### config.mk
export PLATFORM = sky130hd
export DESIGN_NAME = ram_stream_reader
export DESIGN_NICKNAME = d
export VERILOG_FILES = /design/src/rtl/ram_stream_reader.sv
export SDC_FILE = /design/constraint.sdc
export NUM_CORES = 1
export LEC_CHECK = 0
export CORE_ASPECT_RATIO = 1.25
export CORE_MARGIN = 2
export CORE_UTILIZATION = 29
export CTS_CLUSTER_DIAMETER = 200
export DETAILED_ROUTE_END_ITERATION = 7
export GPL_TIMING_DRIVEN = 0
export PLACE_DENSITY = 0.54
export SLEW_MARGIN = 0
export SYNTH_ARGS = -nofsm -noshare
export SYNTH_HDL_FRONTEND = slang
export SYNTH_SLANG_ARGS = --single-unit
### constraint.sdc
create_clock -name clk -period 5.4 [get_ports clk]
set_input_delay 1.35 -clock clk [delete_from_list [all_inputs] [get_ports clk]]
set_output_delay 1.35 -clock clk [all_outputs]
set_load 0.005 [all_outputs]
### src/rtl/ram_stream_reader.sv
// Read-side sequencer for dual_port_ram: streams a contiguous address range
// (base, length) from the combinational RAM read port onto a valid/ready stream.
module ram_stream_reader #(
  parameter int DATA_WIDTH = 32,
  parameter int ADDR_WIDTH = 10,
  parameter int LEN_WIDTH  = 11
) (
  input  logic                  clk,
  input  logic                  rst,
  input  logic                  start_i,
  input  logic                  abort_i,
  input  logic [ADDR_WIDTH-1:0] base_addr_i,
  input  logic [LEN_WIDTH-1:0]  length_i,
  output logic [ADDR_WIDTH-1:0] read_addr_o,
  output logic                  read_en_o,
  input  logic [DATA_WIDTH-1:0] read_data_i,
  output logic [DATA_WIDTH-1:0] data_o,
  output logic                  valid_o,
  input  logic                  ready_i,
  output logic                  last_o,
  output logic                  busy_o,
  output logic                  done_o
);

  typedef enum logic [1:0] {S_IDLE, S_RUN, S_DRAIN, S_DONE} state_t;

  state_t                  state_q, state_d;
  logic [ADDR_WIDTH-1:0]   addr_q, addr_d;
  logic [LEN_WIDTH-1:0]    rem_q, rem_d;
  logic [DATA_WIDTH-1:0]   data_q, data_d;
  logic                    valid_q, valid_d;
  logic                    last_q, last_d;
  logic                    fetch, hs;

  always_comb begin
    state_d = state_q;
    addr_d  = addr_q;
    rem_d   = rem_q;
    data_d  = data_q;
    valid_d = valid_q;
    last_d  = last_q;
    // Fetch whenever the output slot is empty or being emptied this edge.
    fetch   = (state_q == S_RUN) && (!valid_q || ready_i) && !abort_i;
    hs      = valid_q && ready_i;

    if (hs) valid_d = 1'b0;
    if (fetch) begin
      data_d  = read_data_i;
      valid_d = 1'b1;
      last_d  = (rem_q == LEN_WIDTH'(1));
      addr_d  = addr_q + ADDR_WIDTH'(1);
      rem_d   = rem_q - LEN_WIDTH'(1);
    end

    case (state_q)
      S_IDLE: begin
        if (start_i) begin
          addr_d  = base_addr_i;
          rem_d   = length_i;
          state_d = (length_i != '0) ? S_RUN : S_DONE;
        end
      end
      S_RUN: begin
        if (abort_i) begin
          valid_d = 1'b0;
          last_d  = 1'b0;
          state_d = S_IDLE;
        end else if (fetch && rem_q == LEN_WIDTH'(1)) begin
          state_d = S_DRAIN;
        end
      end
      S_DRAIN: begin
        if (abort_i) begin
          valid_d = 1'b0;
          last_d  = 1'b0;
          state_d = S_IDLE;
        end else if (hs && last_q) begin
          state_d = S_DONE;
        end
      end
      default: state_d = S_IDLE;
    endcase
  end

  always_ff @(posedge clk or posedge rst) begin
    if (rst) begin
      state_q <= S_IDLE;
      addr_q  <= '0;
      rem_q   <= '0;
      data_q  <= '0;
      valid_q <= 1'b0;
      last_q  <= 1'b0;
    end else begin
      state_q <= state_d;
      addr_q  <= addr_d;
      rem_q   <= rem_d;
      data_q  <= data_d;
      valid_q <= valid_d;
      last_q  <= last_d;
    end
  end

  // busy/done are pure decodes of the registered state.
  assign read_addr_o = addr_q;
  assign read_en_o   = fetch;
  assign data_o      = data_q;
  assign valid_o     = valid_q;
  assign last_o      = last_q;
  assign busy_o      = (state_q != S_IDLE);
  assign done_o      = (state_q == S_DONE);

endmodule

# Word-level counts from Yosys, hierarchy flattened
# Cells that the tools add are included.
# Widths: inputs -> output; s select.
classes:
  add_sub_neg: 2
  mul: 0
  div_mod_pow: 0
  magnitude_cmp: 0
  eq_ne: 7
  n_shift: 0
  muxes: 20
  n_bitwise: 0
  n_reduce_logical: 13
ops:
  columns: ["op", "count"]
  rows:
  - ["$mux 11", 3]
  - ["$mux 10", 3]
  - ["$mux 2", 6]
  - ["$eq 11x1->1 const B", 1]
  - ["$reduce_bool 11->1", 1]
  - ["$sub 11x1->11 const B", 1]
  - ["$add 10x1->10 const B", 1]
  - ["$mux 1", 7]
  - ["$pmux 2 s3", 1]
  - ["$logic_and 1x1->1", 5]
  - ["$eq 2x2->1 const B", 2]
  - ["$ne 3x2->1 const B", 1]
  - ["$ne 3x3->1 const B", 1]
  - ["$reduce_and 3->1", 1]
  - ["$eq 2x1->1 const B", 1]
  - ["$logic_not 1->1", 2]
  - ["$logic_not 2->1", 1]
  - ["$ne 2x2->1 const B", 1]
  - ["$reduce_bool 2->1", 1]
  - ["$reduce_or 2->1", 1]
  - ["$logic_or 1x1->1", 1]
word_totals:
  reg_bits: 57
  latchBits: 0
  ram_bits: 0
  rom_bits: 0
  in_bits: 58
  out_inout_bits: 47
  wordCells: 48
  mem_count: 0

# Longest topological paths before layout
# Gate-level depths: netlist (run 1).
logic_depth:
  word_depth: 8
  depth_mapped: 9
  depth_no_buf: 8

# Worst setup path before layout (run 1)
# OpenSTA, ideal clock, no wires.
synth_path:
  kind: "input port to output port"
  from: "in abort_i"
  to: "out read_en_o"
  arrival_ns: 2.322
  t_required_ns: 4.050
  setup_slack_ns: 1.728
  stages: 5
  path_cell_list: "nor2b_1 > nand2_1 > inv_2 > clkbuf_1 > buf_1"
synth_via:
  elab_chain_cells: 2
synth_lines:
  columns: ["item", "line_no", "source"]
  rows:
  - ["start: declaration", "11", "input logic abort_i,"]
  - ["$logic_not 1->1", "43", "fetch = (state_q == S_RUN) && (!valid_q || ready_i) && !abort_i;"]
  - ["$logic_and 1x1->1", "43", null]
  - ["end: declaration", "15", "output logic read_en_o,"]
# Every way passes these cells.

# Worst setup path in the final report (run 1)
# Same ends and word-level chain as after synthesis.

==> results of run 1 <==
## cells in the mapped netlist
master and n:
a21oi_1 25, a31oi_1 1, and2_1 1, and4b_1 2, buf_1 2, clkbuf_1 10, dfrtp_1 57, ha_1 7
inv_1 7, inv_2 3, mux2_1 2, nand2_1 107, nand2b_1 1, nand3_1 7, nand4_1 5, nor2_1 28
nor2b_1 2, nor3_1 4, nor3_4 1, nor4_1 6, o21ai_0 1, o221ai_2 1, or2b_4 1, or4_4 1
xnor2_1 11, xor2_1 8
## power by group through the flow
stage | clock network [mW] | logic [mW] | registers (mW)
finish | 0.528 | 0.890 | 0.787
detailed placement | 0 | 0.910 | 0.788
global placement | 0 | 0.898 | 0.790
CTS | 0.540 | 0.911 | 0.789
floorplan | 0 | 0.418 | 0.783
global route | 0.561 | 1.00 | 0.818
## metal layers
metal	wire, um	vias to the layer above	GRT usage (%)
met5	0	-	0
met4	111	0	6.17
met3	401	10	4.02
met2	3670	62	25.7
met1	2920	1122	17.9
li1	-	1206	-
## state kept, by name (all words and copies together) (netlist names)
signal,flops
data_o,32
last_o,1
read_addr_o,10
rem_q,11
state_q,2
valid_o,1
## cells by family after synthesis
| logic type | after synthesis | share of synthesized area [%] |
|---|---|---|
| AO/OA/AOI/OAI | 28 | 5.71 |
| XOR/XNOR | 19 | 6.28 |
| adder cells (fa/ha/maj) | 7 | 3.30 |
| buffers and inverters | 22 | 3.12 |
| flip-flops | 57 | 53.8 |
| multiplexers | 2 | 0.849 |
| AND/OR/NAND/NOR | 166 | 26.9 |
## final timing paths
check / slack (ns) / start / to / cells after the start
worst max-delay path: 0.40 / abort_i / read_en_o / 6
worst min-delay path: 0.47 / data_o[29]$_DFFE_PP0N_ / data_o[29]$_DFFE_PP0N_ / 2
worst max register to register: 3.14 / state_q[1]$_DFFE_PP0P_ / data_o[6]$_DFFE_PP0N_ / 8
worst min register to register: 0.47 / data_o[29]$_DFFE_PP0N_ / data_o[29]$_DFFE_PP0N_ / 2
max in group asynchronous: 3.42 / rst / data_o[15]$_DFFE_PP0N_ / 3
min in group asynchronous: 1.40 / rst / data_o[21]$_DFFE_PP0N_ / 2
## layout make-up
type	count	area share, %
inverters	10	0.906
repair buffers	105	25.6
well taps	123	3.71
clock buffers	12	6.43
clock inverters	3	0.362
multi-input cells	222	27.6
flip-flops and latches	57	34.4
plain buffers	11	0.996
## worst max-delay path, cell delays in order
cell             delay [ns]
clkdlybuf4s50_1        0.50
nor2b_1                0.30
nand2_1                0.25
inv_2                  0.27
buf_1                  0.39
clkdlybuf4s50_1        0.58
## metrics by stage
stage               hold slack (ns)  utilization, %
finish                        0.472            45.9
global route                  0.493            45.9
CTS                           0.478            45.9
detailed placement            0.464            42.8
global placement              0.459            42.6
floorplan                     0.470               -
==> impl_results.md, run 1 <==
* Fillers at 891
* Final Cycle Share at 92.6%
* First-pass GRT wire length at 11.7 mm
* Final setup viols at 0
* Clock share of power at 24.0%
* Actual slew at the worst max-slew pin at 0.571 ns
* Clock transition at the registers of the reported paths at roughly 0.05 ns
* Clk sink count at 57
* Vias in the first global route at 2483
* Multi-input combinational cell area at 1140 um^2
* Leak at 1.84 nW
* Core Box Area at 9030 um^2
* Root Driver: clkbuf_16
* H-tree depth at 3
* DRC at 0
* Storage element area at 1430 um^2
* Most frequent cells in the layout: 107 x nand2_1, 104 x clkdlybuf4s50_1, 57 x dfrtp_1, 28 x nor2_1, 25 x a21oi_1
* Post-Syn Area at 2650 um^2
* Die height at ~110 um
* Skew final at 0.00367 ns
* PortBufs at approximately 100
* CP Capture Type: primary output
* Slew Viols, Final at 0
* Vias at between 2000 and 2500
* Critical path fanouts, max at 13
* Hold Crit Class: reg2reg
* Flop pwr share at 35.7%
* Syn nets at 366
* Minimum clock period at 5.00 ns
* Hold Fails Final Rpt at 0
* Crit path DAT at 3.65 ns
* Commonest non-fill, non-tap cell in the layout: nand2_1
* Fmax at 200 MHz
* Clock latency on the worst-skew pair at 0.32 ns
* Seq/Total Area, Yosys at 53.8%
* Required @ worst endpoint at 4.05 ns
* Final Power at 2.21 mW
* Drt total wl at 7.11 mm
* Total I/O pin count at ~110
* Initial Utilization at between 20% and 30%
* Placed Cells at 529
* Status: finished, final reports clean
* Cts repair resizes at 0
* CTS tree: built
* Largest net degree at the start of global routing at 34
* Antenna violations before repair at 0
* Aggregate global-route resource usage at 15.2%
* Antenna diode count at 0
* Placed Area at around 3900 um^2
* Post-Syn Instances at around 300
* WL/cell at roughly 13 um
* Pre-antenna DRT Iters at 4
* Crit path kind: in2out
* Seq cells post-synth at 57
* YS warnings at 0
* Final Cell Area at 4140 um^2
* P per Cell Area at 532 nW/um^2
* Num CTS Buffers at 9
* GR Overflow Total at 0
* Placer Congestion at 0.798
* Yosys cell types at 26
* Die footprint at 9930 um^2
* Pint at approximately 1.5 mW
* First-iteration detailed-routing DRC count at 81
* Startpoint type of the worst setup path: primary input
* Die X at 89.5 um
* Nets at ~480
* DPL Wire Length at ~5.3 mm
* Rows at 39
* RSZ-0062 raised after global routing: no
* Routed Antenna Nets at 0
* Switch share at 33.2%
* Final Non-Filler Cells at 543
* Rel. slew slack at 61.9%
* Setup TNS at 0 ns
* Layout cells sized above 1 at 5.71%
* Layout area overhead at 56.3%
* Setup WS pre-CTS at -0.0482 ns
* CTS hold repair buffers at 0
* Vias per cell at 4.42
* Max-Cap Viols at 0
* Maximum vdd ir drop at about 180 uV
* Max Root-Sink Buffers at 2
* # Post-CTS Setup Buffers at 0
* Top-area cell type share of the netlist area at 53.8%
* Area leader, netlist: dfrtp_1
* Psw at 0.732 mW
* Final worst slack at 0.400 ns
* Syn Area/Cell at approximately 9 um^2
* Combinational power share at 40.3%
* Main area contributors after synthesis: dfrtp_1 54%, nand2_1 15%, a21oi_1 4.7%, nor2_1 4.0%, xnor2_1 3.6%
(Power assumes the default switching activity.)
==> run 2, diff against run 1 <==
--- a/config.mk
+++ b/config.mk
@@ -7,11 +7,11 @@
 export LEC_CHECK = 0
 export CORE_ASPECT_RATIO = 1.25
 export CORE_MARGIN = 2
-export CORE_UTILIZATION = 29
+export CORE_UTILIZATION = 47
 export CTS_CLUSTER_DIAMETER = 200
 export DETAILED_ROUTE_END_ITERATION = 7
 export GPL_TIMING_DRIVEN = 0
-export PLACE_DENSITY = 0.54
+export PLACE_DENSITY = 0.83
 export SLEW_MARGIN = 0
 export SYNTH_ARGS = -nofsm -noshare
 export SYNTH_HDL_FRONTEND = slang
==> constraint.sdc (replaced) <==
create_clock -name clk -period 6.05 [get_ports clk]
set_input_delay 1.5125 -clock clk [delete_from_list [all_inputs] [get_ports clk]]
set_output_delay 1.5125 -clock clk [all_outputs]
set_load 0.005 [all_outputs]
==> impl_results.md, run 2 (synthesis results as in run 1) <==
* Placer Congestion at 0.952 (was 0.798)
* Crit path DAT at 4.04 ns (was 3.65 ns)
* Largest net degree at the start of global routing at 31 (was 34)
* CTS tree: built (unchanged)
* Placed Area at 3790 um^2 (was 3870 um^2)
* Crit-path max cell delay at 0.58 ns (about the same)
* Reg2reg start: state_q[1]$_DFFE_PP0P_ (unchanged)
* Multi-input combinational cell area at 1140 um^2 (unchanged)
* Rel. slew slack at 56.1% (was 61.9%)
* Critical path fanouts, max at 10 (was 13)
* Final Non-Filler Cells at 486 (was 543)
* Layout cells sized above 1 at 5.92% (was 5.71%)
* First-iteration detailed-routing DRC count at 146 (was 81)
* Drt total wl at 7.09 mm (was 7.11 mm)
* Pre-antenna DRT Iters at 4 (unchanged)
* Max reg flops at 32 (unchanged)
* Hold Startpoint: data_o[18]$_DFFE_PP0N_ (was data_o[29]$_DFFE_PP0N_)
* Actual slew at the worst max-slew pin at 0.657 ns (was 0.571 ns)
* Vias at 2483 (was 2400)
* Root Driver: clkbuf_8 (was clkbuf_16)
* First-pass GRT wire length at 11.3 mm (was 11.7 mm)
* Final Cycle Share at around 92%
* Most frequent cells in the layout: 107 x nand2_1, 104 x clkdlybuf4s50_1, 57 x dfrtp_1, 28 x nor2_1, 25 x a21oi_1 (unchanged)
* Fillers at 436 (was 891)
* Routed Antenna Nets at 0 (unchanged)
* Final Cell Area at 4020 um^2 (was 4140 um^2)
* Minimum clock period at ~5.6 ns
* Antenna diode count at 0 (unchanged)
* Layout area overhead at 51.7% (was 56.3%)
* Slew Viols, Final at 0 (unchanged)
* CP Capture Type: primary output (unchanged)
* Required @ worst endpoint at 4.54 ns (was 4.05 ns)
* Hold Crit Class: reg2reg (unchanged)
* Die footprint at 6260 um^2 (was 9930 um^2)
* CTS hold repair buffers at 0 (unchanged)
* H-tree depth at 3 (unchanged)
* # Post-CTS Setup Buffers at 0 (unchanged)
* CP max stage cell: clkdlybuf4s50_1 (unchanged)
* Skew final at 0.00782 ns (was 0.00367 ns)
* Rows at 30 (was 39)
* WL/cell at 14.6 um (was 13.1 um)
* Total I/O pin count at 105 (unchanged)
* Hold path cells at 2 (unchanged)
* Aggregate global-route resource usage at 23.5% (was 15.2%)
* PortBufs at 104 (unchanged)
* DRC at 0 (unchanged)
* Cts repair resizes at 0 (unchanged)
* Final setup viols at 0 (unchanged)
* Storage element area at 1430 um^2 (unchanged)
* Core Box Area at 5440 um^2 (was 9030 um^2)
* Vias in the first global route at 2501 (was 2483)
* Die X at 71.2 um (was 89.5 um)
* FF-to-FF setup slack at 3.66 ns (was 3.14 ns)
* Antenna violations before repair at 0 (unchanged)
* Hold_ws at 0.477 ns (was 0.472 ns)
* Clk sink count at 57 (unchanged)
* Maximum vdd ir drop at 280 uV (was 176 uV)
* Placed Cells at 470 (was 529)
* Fmax at about 180 MHz
* Reg2Reg Depth at 9 (was 8)
* Crit path kind: in2out (unchanged)
* DPL Wire Length at 5.30 mm (was 5.29 mm)
* Startpoint type of the worst setup path: primary input (unchanged)
* Vias per cell at 5.11 (was 4.42)
* Setup TNS at 0 ns (unchanged)
* P per Cell Area at 478 nW/um^2 (was 532 nW/um^2)
* Max-Cap Viols at 0 (unchanged)
* Num CTS Buffers at 9 (unchanged)
* Max Root-Sink Buffers at 2 (unchanged)
* Worst path most repeated cell: clkdlybuf4s50_1 (unchanged)
* Clock latency on the worst-skew pair at 0.33 ns (was 0.32 ns)
* Initial Utilization at 48.7% (was 29.4%)
* GR Overflow Total at 0 (unchanged)
* Die height at 88.0 um (was 111 um)
* Leak at 1.81 nW (was 1.84 nW)
* Worst R2R End: data_o[30]$_DFFE_PP0N_ (was data_o[6]$_DFFE_PP0N_)
* Worst Hold Path EP: data_o[18]$_DFFE_PP0N_ (was data_o[29]$_DFFE_PP0N_)
* Status: finished, final reports clean (unchanged)
* Worst setup path start: abort_i (unchanged)
* Clock transition at the registers of the reported paths at 0.06 ns (was 0.05 ns)
* Commonest non-fill, non-tap cell in the layout: nand2_1 (unchanged)
* RSZ-0062 raised after global routing: no (unchanged)
* Nets at 482 (was 481)
* Hold Fails Final Rpt at 0 (unchanged)
* CP Cell Sequence: clkdlybuf4s50_1 > nor2b_1 > nand2_1 > inv_2 > clkbuf_1 > buf_1 > clkdlybuf4s50_1 (was clkdlybuf4s50_1 > nor2b_1 > nand2_1 > inv_2 > buf_1 > clkdlybuf4s50_1)
[run 2: cell types whose count changed in the layout (fill, tap and decap cells not counted), sizes merged]
cell	change
bufinv	+2
clkinv	-1
clkinvlp	+1
[run 2: worst max-delay path by stage]
stage	slack (ns)	cells after the start	end
floorplan	2.05	5	read_en_o
CTS	0.45	7	read_en_o
global route	0.30	7	read_en_o
global placement	0.46	7	read_en_o
finish	0.50	7	read_en_o
detailed placement	0.49	7	read_en_o
[run 2: layout make-up]
type	count	share of cell area, %
Tap cell	64	1.99
Inverter	10	0.933
Timing Repair Buffer	105	26.4
Sequential cell	57	35.5
Multi-Input combinational cell	222	28.4
Clock buffer	11	3.76
Buffer	12	1.12
Clock inverter	5	1.93
[run 2: per-stage QoR]
step | setup WS, ns | total power [mW] | utilization [%]
5_1_grt | 0.302 | 2.05 | 73.9
6_report | 0.496 | 1.92 | 73.9
4_1_cts | 0.453 | 1.94 | 73.9
3_5_place_dp | 0.487 | 1.52 | 69.7
3_3_place_gp | 0.461 | 1.48 | 69.3
2_1_floorplan | 2.05 | 1.07 | -
[run 2: per-layer routing]
| layer | share of wire (%) | track usage [%] |
|---|---|---|
| met2 | 52 | 42.1 |
| met3 | 6.7 | 6.90 |
| met1 | 39 | 25.4 |
| met5 | 0 | 0 |
| met4 | 2.6 | 11.0 |
[run 2: power by group]
part           switching [mW]  internal, mW
clock network           0.154         0.253
registers               0.143         0.561
logic                   0.361         0.449
total                   0.658          1.26
[run 2: critical path, delay by kind of cell]
kind / cells / cell delay (ns)
buffers and inverters: 5 / 2.00
AND/OR/NAND/NOR: 2 / 0.52
